<file path="config.mk">
export PLATFORM = sky130hd
export DESIGN_NAME = dct_col_stage_2
export DESIGN_NICKNAME = d
export VERILOG_FILES = /design/src/rtl/dct_col_stage_2.sv
export SDC_FILE = /design/constraint.sdc
export NUM_CORES = 2
export LEC_CHECK = 0
export CAP_MARGIN = 0
export CORE_ASPECT_RATIO = 1.1
export CORE_MARGIN = 3
export CORE_UTILIZATION = 55
export DETAILED_ROUTE_END_ITERATION = 6
export PLACE_DENSITY = 0.78
export SYNTH_ARGS = -nofsm -noshare
export SYNTH_HDL_FRONTEND = slang
export SYNTH_SLANG_ARGS = --single-unit
</file>
<file path="constraint.sdc">
create_clock -name clk -period 11.61 [get_ports clk]
set_input_delay 2.9025 -clock clk [delete_from_list [all_inputs] [get_ports clk]]
set_output_delay 2.9025 -clock clk [all_outputs]
set_load 0.01 [all_outputs]
</file>
<file path="src/rtl/dct_col_stage_2.sv">
// Column-pass 8-point 1-D DCT: captures one column on start, emits X[0..7] one per enabled cycle.
// Define DCT_COL_SAT_EN to saturate results to SIZE_OUT bits; otherwise they wrap.
module dct_col_stage_2 #(
  parameter int SIZE        = 10,
  parameter int APPROX_BITS = 8,
  parameter int SIZE_MULT   = SIZE + 6,
  parameter int SIZE_OUT    = SIZE + 2
) (
  input  logic                       clk,
  input  logic                       rst,
  input  logic signed [SIZE-1:0]     data_in [8],
  input  logic                       start,
  input  logic                       wr_en,
  input  logic                       approx_en,
  output logic signed [SIZE_OUT-1:0] data_out [8],
  output logic                       done
);

  // Eight products summed need three guard bits above the product width.
  localparam int ACC_W = SIZE_MULT + 3;
  localparam logic signed [SIZE_MULT-1:0] APPROX_MASK =
    ~((SIZE_MULT'(1) << APPROX_BITS) - SIZE_MULT'(1));

  typedef enum logic {IDLE = 1'b0, BUSY = 1'b1} state_t;

  state_t                     state_q, state_d;
  logic [2:0]                 k_q, k_d;
  logic                       done_q, done_d;
  logic                       step;
  logic signed [SIZE-1:0]     x_q   [8];
  logic signed [SIZE_OUT-1:0] out_q [8];

  logic signed [6:0]          c;
  logic signed [SIZE_MULT-1:0] xe, ce, p;
  logic signed [ACC_W-1:0]    acc, y_full;
  logic signed [SIZE_OUT-1:0] y;

  // C[k][n]: phase index m = (2n+1)k mod 32 folded onto the first quadrant of cos(m*pi/16).
  function automatic logic signed [6:0] coef(input logic [2:0] k, input logic [2:0] n);
    logic [4:0]        m;
    logic [2:0]        idx;
    logic signed [6:0] mag;
    m   = {1'b0, n, 1'b1} * {2'b00, k};
    idx = m[3] ? (~m[2:0] + 3'd1) : m[2:0];
    case (idx)
      3'd1:    mag = 7'sd63;
      3'd2:    mag = 7'sd59;
      3'd3:    mag = 7'sd53;
      3'd4:    mag = 7'sd45;
      3'd5:    mag = 7'sd36;
      3'd6:    mag = 7'sd24;
      3'd7:    mag = 7'sd12;
      default: mag = 7'sd0;
    endcase
    if (k == 3'd0) return 7'sd45;
    return (m[4] ^ m[3]) ? -mag : mag;
  endfunction

  always_ff @(posedge clk) begin
    if (rst) begin
      state_q <= IDLE;
      k_q     <= '0;
      done_q  <= 1'b0;
      for (int i = 0; i < 8; i++) out_q[i] <= '0;
    end else begin
      // NOTE: registers take <= so every flop samples pre-edge values regardless of statement order.
      state_q <= state_d;
      k_q     <= k_d;
      done_q  <= done_d;
      if (step) out_q[k_q] <= y;
    end
  end

  // NOTE: sample registers carry no reset; they are always loaded by start before being read.
  always_ff @(posedge clk) begin
    if (start) x_q <= data_in;
  end

  // NOTE: every always_comb output gets a default first, so no path can infer a latch.
  always_comb begin
    state_d = state_q;
    k_d     = k_q;
    if (start) begin
      state_d = BUSY;
      k_d     = '0;
    end else if (state_q == BUSY && wr_en) begin
      k_d = k_q + 3'd1;
      if (k_q == 3'd7) state_d = IDLE;
    end
  end

  // A start on the same edge as a write wins: no write and no done.
  always_comb begin
    step   = (state_q == BUSY) && wr_en && !start;
    done_d = step && (k_q == 3'd7);
  end

  always_comb begin
    acc = '0;
    c   = '0;
    xe  = '0;
    ce  = '0;
    p   = '0;
    for (int n = 0; n < 8; n++) begin
      c  = coef(k_q, 3'(n));
      xe = {{(SIZE_MULT-SIZE){x_q[n][SIZE-1]}}, x_q[n]};
      ce = {{(SIZE_MULT-7){c[6]}}, c};
      p  = xe * ce;
      if (approx_en) p = p & APPROX_MASK;
      acc = acc + {{(ACC_W-SIZE_MULT){p[SIZE_MULT-1]}}, p};
    end
    y_full = (acc + ACC_W'(64)) >>> 7;
  end

`ifdef DCT_COL_SAT_EN
  localparam logic signed [ACC_W-1:0] Y_MAX = ACC_W'((2 ** (SIZE_OUT - 1)) - 1);
  localparam logic signed [ACC_W-1:0] Y_MIN = ACC_W'(-(2 ** (SIZE_OUT - 1)));

  always_comb begin
    if (y_full > Y_MAX)      y = Y_MAX[SIZE_OUT-1:0];
    else if (y_full < Y_MIN) y = Y_MIN[SIZE_OUT-1:0];
    else                     y = SIZE_OUT'(y_full);
  end
`else
  assign y = SIZE_OUT'(y_full);
`endif

  assign data_out = out_q;
  assign done     = done_q;

endmodule

</file>
==> metrics.yaml <==
sta:
  fin_crit_ns: 11.31
  fin_setup_tns_ns: 0
  fmax_mhz: 88.4
  slew_headroom_pct: 21.7
  final_hold_viol_count: 0
  min_period_over_period_pct: 97.4
  clock_skew_ns: 0.0118
  tightest_slew_ns: 1.17
  rsz0062_at_grt: "yes"
  setup_viol: 0
  slew_violations: 0
yosys:
  yosys_most_used_dff: "dfxtp_1"
  synth.area.top_cells: "fa_1 33%, ha_1 13%, edfxtp_1 8.0%"
  yosysSeqAreaShare_pct: 14.7
  yosysTopAreaCell: "fa_1"
  synthArstFlopShare_pct: 0
  synth_cell_types: 70
  ys_ff_latch: 181
  synth-edff-count: 80
  synth_top_area_share_pct: 33.3
  synth_nets: 4128
  yosys_warnings: 0
  avgSynthCellArea_um2: 9.32
  syn-cell-area_um2: 30100
  syn_inst: 3231
worst_setup_path:
  slowest_delay_ns: 0.62
  cp_common_cell: "fa_1"
  worstPathRequired_ns: 12.03
  crit_fanout: 8
  worstPathArrival_ns: 11.73
  criticalPathCategory: "flop to flop"
  crit_slowest_cell: "fa_1"
  end_kind: "flop"
  timing.rr.end: "data_out[58]$_SDFFE_PP0P_"
  start_kind: "flop"
  reg2reg_depth: 38
  r2r-start: "k_q[2]$_SDFFE_PP0P_"
  rrSetupSlack_ns: 0.30
routing:
  first_pass_iters: 6
  drt-total-wl_um: 76100
  vias_per_cell: 5.46
  ant_nets: 0
  wire_per_inst_um: 18.3
  vias: 22700
  drc: 0
  drt_iter0_markers: 1222
clock_network:
  clk_latency_ns: 0.50
  cts_sinks: 181
  cts-root-buf: "clkbuf_16"
  clockBufferDepth: 2
  cts_tree: "yes"
  cts_max_level: 4
  numCtsBuffers: 17
  clk_pin_slew_worst_paths_ns: 0.08
run:
  maxCapViolations: 0
place:
  place_inst: 4113
  place_area_um2: 32900
  dp_hpwl_um: 62100
  routabilityCongestion: 0.977
  port_buffers: 181
global_route:
  grt-ovfl-total: 0
  grt_first_pass_wirelength_um: 124000
  first_global_vias: 23700
  grt.total_usage_pct: 27.4
  grt_max_degree: 106
  antenna_found_initial: 0
floorplanning:
  die_area_um2: 57600
  start_util_pct: 55.9
  die_w_um: 229
  coreArea_um2: 53900
  io_pins: 182
  rows: 89
  die_h_um: 251
status:
  status: "complete, no violations"
final_layout:
  final_nets: 4309
  final_layout_size_suffix_gt1_share_pct: 5.96
  fin_cells: 4153
  fin_area_um2: 33900
  final_core_util_pct: 62.9
  fill_cells: 4482
  synthToLayoutAreaGrowth_pct: 12.6
  antennaDiodeCount: 0
hold_path:
  holdCritStartpoint: "data_out[42]$_SDFFE_PP0P_"
  min_delay_path_depth: 2
  min_to: "data_out[42]$_SDFFE_PP0P_"
  hold_class: "flop to flop"
-- through the flow --
stage / setup slack (ns) / hold WS, ns
after detailed placement: -0.0886 / 0.448
after floorplan: 0.161 / 0.451
after global placement: 0.0985 / 0.441
final: 0.298 / 0.456
after CTS: 0.00801 / 0.456
after global routing: -0.108 / 0.476
-- flip-flops by register name (all words and copies together), names as in the netlist --
register,flops
state_q,1
k_q,3
done,1
data_out,96
x_q,80
-- kinds of logic (layout without fill, tap and decap cells) --
family                     Yosys count  in the layout  synth area share, %
buffers and inverters              660            853                 8.25
adders and majority gates          812            812                 46.2
and+or+nand+nor                   1038           1038                 18.1
xor gates and xnor gates           175            176                 5.18
AOI/OAI and AO/OA                  354            354                 7.12
muxes                               11             11                0.457
DFF                                181            181                 14.7
-- worst max path at each step --
stage / start / end / depth (start not counted)
global route: k_q[2]$_SDFFE_PP0P_ / data_out[58]$_SDFFE_PP0P_ / 39
global placement: k_q[0]$_SDFFE_PP0P_ / data_out[58]$_SDFFE_PP0P_ / 42
finish: k_q[2]$_SDFFE_PP0P_ / data_out[58]$_SDFFE_PP0P_ / 38
CTS: k_q[1]$_SDFFE_PP0P_ / data_out[58]$_SDFFE_PP0P_ / 41
floorplan: k_q[2]$_SDFFE_PP0P_ / data_out[82]$_SDFFE_PP0P_ / 43
detailed placement: k_q[0]$_SDFFE_PP0P_ / data_out[58]$_SDFFE_PP0P_ / 42
-- routing by layer --
metal / vias up / global-route usage [%] / routed length, µm / share of wire (%)
met5: - / 0 / 0 / 0
met4: 0 / 13.3 / 3770 / 5.0
met3: 165 / 6.18 / 5550 / 7.3
met2: 756 / 46.0 / 37300 / 49
met1: 11300 / 33.6 / 29500 / 39
li1: 10500 / - / - / -
-- cell usage in the layout (no fill, tap or decap), types with 6 or more instances in the layout --
master,count
a211oi_1,6
a21o_1,28
a21oi_1,139
a21oi_2,6
and2_1,228
and3_1,20
buf_4,59
clkbuf_16,17
clkdlybuf4s50_1,178
dfxtp_1,99
edfxtp_1,80
fa_1,499
ha_1,306
inv_1,573
mux2i_1,6
nand2_1,250
nand2_2,7
nand2b_1,59
nand3_1,36
nand3b_1,37
nor2_1,152
nor2b_1,111
nor3_1,41
o211ai_1,6
o21a_1,17
o21ai_0,82
o21ai_1,9
o21bai_1,10
or2_2,36
or3_1,26
or3b_2,6
xnor2_1,118
xnor2_2,6
xor2_1,46
-- critical path: cells and delay by family (launching register included) --
kind	cells	cell delay, ns
AO/OA/AOI/OAI	10	2.02
adder cells (fa/ha/maj)	14	6.33
buffers and inverters	6	0.46
flip-flops	1	0.36
AND/OR/NAND/NOR	8	2.06
-- Yosys cell counts (48+ instances only) --
cell type / number
inv_1: 575
fa_1: 501
ha_1: 311
nand2_1: 257
and2_1: 229
nor2_1: 158
a21oi_1: 145
xnor2_1: 124
nor2b_1: 115
dfxtp_1: 101
o21ai_0: 88
edfxtp_1: 80
clkbuf_1: 73
nand2b_1: 59
xor2_1: 48
-- layout make-up --
cell class                 count  area (µm²)  share of cell area, %
clock buffer                  18         429                   1.27
clock inverter                14         193                  0.568
inverter                     577        2170                   6.40
multi-input combinational   2391       23500                   69.2
sequential                   181        4430                   13.1
tap                          728         911                   2.69
timing repair buffer         244        2300                   6.79
-- timing repair --
item                       4_1_cts  5_1_grt
buffers inserted                 0        7
gates cloned                     0        1
hold buffers                     0        0
resized for setup                1       70
setup endpoints to repair       23       56
pin swaps                        0       20
Power is left out: the tool's default activity adds up to more than one toggle a clock period on the data nets, which glitch-free logic cannot reach.
